`config.mk`:
```
export PLATFORM = sky130hd
export DESIGN_NAME = pe_scheduler
export DESIGN_NICKNAME = d
export VERILOG_FILES = /design/src/rtl/pe_scheduler.sv
export SDC_FILE = /design/constraint.sdc
export NUM_CORES = 1
export LEC_CHECK = 0
export CAP_MARGIN = 20
export CORE_MARGIN = 5
export CORE_UTILIZATION = 47
export CTS_CLUSTER_SIZE = 25
export DETAILED_ROUTE_END_ITERATION = 8
export GPL_TIMING_DRIVEN = 1
export PLACE_DENSITY_LB_ADDON = 0.12
export SETUP_SLACK_MARGIN = 0.15
export SLEW_MARGIN = 40
export SYNTH_ARGS = -nofsm -noshare
export SYNTH_HDL_FRONTEND = slang
export SYNTH_SLANG_ARGS = --single-unit
```
`constraint.sdc`:
```
create_clock -name clk -period 2.4 [get_ports clk]
set_clock_uncertainty 0.2 [all_clocks]
set_input_delay 0.48 -clock clk [delete_from_list [all_inputs] [get_ports clk]]
set_output_delay 0.48 -clock clk [all_outputs]
set_load 0.005 [all_outputs]
```
`src/rtl/pe_scheduler.sv`:
```
// PE scheduler: tracks resident filter/ifmap rows and issues one MAC command
// per (filter row, output column) pair once the working set is complete.
module pe_scheduler #(
    parameter  int FILTER_WIDTH = 8,
    parameter  int IFMAP_SIZE   = 9,
    localparam int NCOL         = IFMAP_SIZE - 2,
    localparam int CW           = (NCOL > 1) ? $clog2(NCOL) : 1
) (
    input  logic          clk,
    input  logic          rst,
    input  logic          in_valid,
    output logic          in_ready,
    input  logic          in_ifmapb_filter,
    input  logic [1:0]    in_filter_row,
    input  logic          in_timestep,
    output logic [2:0]    filt_wr,
    output logic          ifmap_wr,
    output logic          cmd_valid,
    input  logic          cmd_ready,
    output logic [1:0]    cmd_row,
    output logic [CW-1:0] cmd_col,
    output logic          cmd_timestep,
    output logic          done,
    output logic          err
);

    // Weight width only matters to the datapath; rejected here if nonsensical.
    if (FILTER_WIDTH < 1) begin : g_bad_filter_width
        $error("pe_scheduler: FILTER_WIDTH must be at least 1");
    end
    if (IFMAP_SIZE < 3 || IFMAP_SIZE > 64) begin : g_bad_ifmap_size
        $error("pe_scheduler: IFMAP_SIZE must be in 3..64");
    end

    typedef enum logic [1:0] {
        S_IDLE = 2'd0,
        S_RUN  = 2'd1,
        S_DONE = 2'd2
    } state_t;

    state_t          state_reg;
    state_t          state_next;
    logic [2:0]      filt_loaded_reg;
    logic            ifmap_loaded_reg;
    logic [1:0]      row_reg;
    logic [CW-1:0]   col_reg;
    logic            ts_reg;
    logic            err_reg;

    logic            acc;
    logic            filt_acc;
    logic            cmd_fire;
    logic            col_last;
    logic            last_cmd;

    assign in_ready = (state_reg == S_IDLE);
    assign acc      = in_valid & in_ready;
    assign filt_acc = acc & in_ifmapb_filter;
    assign ifmap_wr = acc & ~in_ifmapb_filter;

    // Row 3 matches no strobe, so an illegal header writes nothing.
    for (genvar gi = 0; gi < 3; gi++) begin : g_filt_wr
        assign filt_wr[gi] = filt_acc & (in_filter_row == 2'(gi));
    end

    assign cmd_fire = (state_reg == S_RUN) & cmd_ready;
    assign col_last = (col_reg == CW'(NCOL - 1));
    assign last_cmd = (row_reg == 2'd2) & col_last;

    always_ff @(posedge clk or posedge rst) begin
        if (rst) begin
            state_reg <= S_IDLE;
        end else begin
            state_reg <= state_next;
        end
    end

    always_comb begin
        state_next = state_reg;
        case (state_reg)
            S_IDLE: if ((&filt_loaded_reg) && ifmap_loaded_reg) state_next = S_RUN;
            S_RUN:  if (cmd_fire && last_cmd) state_next = S_DONE;
            S_DONE: state_next = S_IDLE;
            default: state_next = S_IDLE;
        endcase
    end

    always_ff @(posedge clk or posedge rst) begin
        if (rst) begin
            filt_loaded_reg  <= 3'b000;
            ifmap_loaded_reg <= 1'b0;
            row_reg          <= 2'd0;
            col_reg          <= '0;
            ts_reg           <= 1'b0;
            err_reg          <= 1'b0;
        end else begin
            err_reg         <= filt_acc & (in_filter_row == 2'd3);
            filt_loaded_reg <= filt_loaded_reg | filt_wr;

            if (ifmap_wr) begin
                ifmap_loaded_reg <= 1'b1;
                ts_reg           <= in_timestep;
            end else if (state_reg == S_DONE) begin
                ifmap_loaded_reg <= 1'b0;
            end

            // Counters wrap to zero on the final command so DONE shows (0,0).
            if (state_reg == S_DONE) begin
                row_reg <= 2'd0;
                col_reg <= '0;
            end else if (cmd_fire) begin
                if (last_cmd) begin
                    row_reg <= 2'd0;
                    col_reg <= '0;
                end else if (col_last) begin
                    row_reg <= row_reg + 2'd1;
                    col_reg <= '0;
                end else begin
                    col_reg <= col_reg + 1'b1;
                end
            end
        end
    end

    assign cmd_valid    = (state_reg == S_RUN);
    assign cmd_row      = row_reg;
    assign cmd_col      = col_reg;
    assign cmd_timestep = ts_reg;
    assign done         = (state_reg == S_DONE);
    assign err          = err_reg;

endmodule

```
==> impl_metrics.toml <==
[synth]
synth.avg_cell_area_um2 = 10.6
synthSimpleGateAreaFrac = 0.312
synth_top_family_by_area = "simple AND/OR/NAND/NOR gates"
synthMuxAreaShare = 0.0323
seq_area_frac_synth = 0.467
synthTopCellsByArea = "dfrtp_1 (47%), o211ai_1 (4.3%), and4bb_1 (3.6%)"
ys_warn_count = 0
synth-compound-area-share = 0.153
ys_ff_latch = 13
syn_area_um2 = 697
synthAdderAreaFrac = 0
synth_top_area_cell = "dfrtp_1"
synthCells = 66
synth_top_area_frac = 0.467
synth_cell_type_count = 33
synthXorXnorAreaFrac = 0
synth.net_count = 74

[cts]
clk_pin_slew_ns = 0.09
clockRootBuffer = "clkbuf_4"
numCtsBuffers = 3
clockBufferDepth = 2
clk_latency_ns = 0.28
cts_tree = "done"
cts.sinks = 13
hold_buffers = 0
htreeDepth = 1

[floorplan]
core-area_mm2 = 0.00135
die_h_um = 48.5
start_util = 0.516
dieArea_mm2 = 0.00235
fp-row-count = 13
dieWidth_um = 48.5
io_pins = 22

[critical_path]
start_kind = "flip-flop"
ff2ff_setup_slack_ns = 0.78
critPathCapture = "cmd_valid"
cp.required_ns = 1.72
worstSetupPathType = "reg2out"
path_max_fanout = 11
r2r-start = "state_reg[0]"
r2r_end = "cmd_timestep"
reg2regPathDepth = 4
worstPathArrival_ns = 1.52
setup.worst_path.start = "state_reg[1]"
critPathCaptureType = "output port"

[power_and_ir_drop]
p_sw_w = 0.000306
clkPwrFrac = 0.160
p_int_w = 0.000589
pwr-share-comb = 0.409
power_density_mw_per_mm2 = 845
p_leak_nw = 0.491
vdd_ir_drop_max_mv = 0.515
p_sw_frac = 0.342
p_seq_frac = 0.430

[global_route]
track_usage = 0.166
grt_overflow_total = 0
grt_pass1_vias = 683
antenna_found_initial = 0
grt_max_degree = 14
grt_pass1_wl_um = 3110

[routing]
vias_per_cell = 5.64
wl_per_cell_um = 15.6
firstDrtPassIters = 4
drtAntennaViolNets = 0
dr_total_vias = 654
drtIter0Drc = 19
wl_um = 1810
drcViolationCount = 0

[timing]
period_share = 0.915
tightest_slew_ns = 0.480
hold_violations = 0
min_period_ns = 2.20
finalSetupTns_ns = 0
slew_violations = 0
slew_headroom = 0.680
max_freq_ghz = 0.455
whs_ns = 0.271
grt_setup_unrepaired = "yes"
finalSetupViolations = 0

[cells_and_area]
layout.nets = 110
fin_area_mm2 = 0.00106
syn_to_final_growth_pct = 51.9
drive_above_1_share = 0.257
antenna_cells = 0
fillers = 86

[outcome]
outcome = "finished, final reports clean"

[run]
maxCapViolCount = 0

[min_path]
hp-class = "reg2reg"

[place]
gp_congestion = 0.810
port-buffer-count = 21
place_area_um2 = 976
place_hpwl_um = 1270
## metrics by stage
step	utilization	worst slack, ns	std cells	total power [W]
finish	0.784	0.204	116	0.000895
global route	0.784	0.129	116	0.000962
CTS	0.759	0.157	115	0.000882
detailed placement	0.723	-0.226	108	0.000735
global placement	0.723	-0.166	108	0.000718
floorplan	-	0.847	66	0.000544
## power groups by stage
stage / Sequential [W] / Combinational (W) / Clock [W]
after floorplan: 0.000369 / 0.000175 / 0
after global placement: 0.000382 / 0.000336 / 0
after detailed placement: 0.000387 / 0.000348 / 0
after CTS: 0.000381 / 0.000355 / 0.000147
after global routing: 0.000400 / 0.000406 / 0.000157
final: 0.000385 / 0.000366 / 0.000144
## worst min-delay path by stage
stage / start / endpoint / slack, ns / cells past startpoint
2_1_floorplan: rst / cmd_col[0] / 0.16 / 1
3_3_place_gp: filt_loaded_reg[1] / filt_loaded_reg[1] / 0.24 / 1
3_5_place_dp: filt_loaded_reg[1] / filt_loaded_reg[1] / 0.25 / 1
4_1_cts: filt_loaded_reg[1] / filt_loaded_reg[1] / 0.27 / 1
5_1_grt: filt_loaded_reg[1] / filt_loaded_reg[1] / 0.30 / 1
6_report: filt_loaded_reg[1] / filt_loaded_reg[1] / 0.27 / 1
## cells by family after synthesis
family | count (synthesis)
and+or+nand+nor | 31
muxes | 2
buffers and inverters | 6
AOI/OAI and AO/OA | 14
DFF | 13
## layout make-up
| class | count | area (um^2) | share of cell area |
|---|---|---|---|
| multi-input cells | 47 | 373 | 0.352 |
| clock buffers | 4 | 26.3 | 0.0248 |
| flip-flops and latches | 13 | 327 | 0.309 |
| repair buffers | 33 | 299 | 0.283 |
| well taps | 15 | 18.8 | 0.0177 |
| inverters | 4 | 15.0 | 0.0142 |
## synth_stat cells
cell	count
inv_2	1
and3b_2	1
and3_1	1
a22oi_1	1
nand4_1	1
or3_1	1
o21ai_1	3
nand2_1	4
or2_1	1
o221ai_1	1
buf_2	2
o211ai_1	4
and2_1	1
nand3_1	3
nor2b_1	3
mux2_1	1
a32oi_1	1
nand4b_1	2
inv_1	3
and3b_1	1
mux2_2	1
nand2b_1	1
nor2_1	5
and4bb_1	2
nor3_1	1
nand4bb_1	1
and3_4	1
o21bai_1	1
a221oi_2	1
a31oi_1	1
dfrtp_1	13
a21o_1	1
nor4b_4	1
## worst max-delay path: stages, from the launching register on
cell,delay (ns)
dfrtp_1,0.43
buf_6,0.16
nor2b_2,0.13
clkdlybuf4s50_1,0.51
## layout by cell type, fill, tap and decap left out, types with 3 or more instances in the layout
cell,n
o211ai_1,4
o21ai_1,3
nor2_1,4
inv_1,3
dfrtp_1,12
dlygate4sd2_1,7
nand2_1,4
clkdlybuf4s50_1,14
buf_4,10
nand3_1,3
clkbuf_4,3
## per-layer routing
| metal | GRT usage | routed length, um | vias to the layer above |
|---|---|---|---|
| met4 | 0.121 | 71 | 0 |
| li1 | - | - | 321 |
| met5 | 0 | 0 | - |
| met2 | 0.248 | 902 | 21 |
| met3 | 0.0336 | 84 | 7 |
| met1 | 0.210 | 749 | 305 |
## what timing repair did
item,CTS,global route
endpoints found under the hold margin,0,0
buffers inserted,3,1
resized for setup,10,4
setup endpoints to repair,6,2
pin swaps,3,0
(Power assumes the default switching activity.)
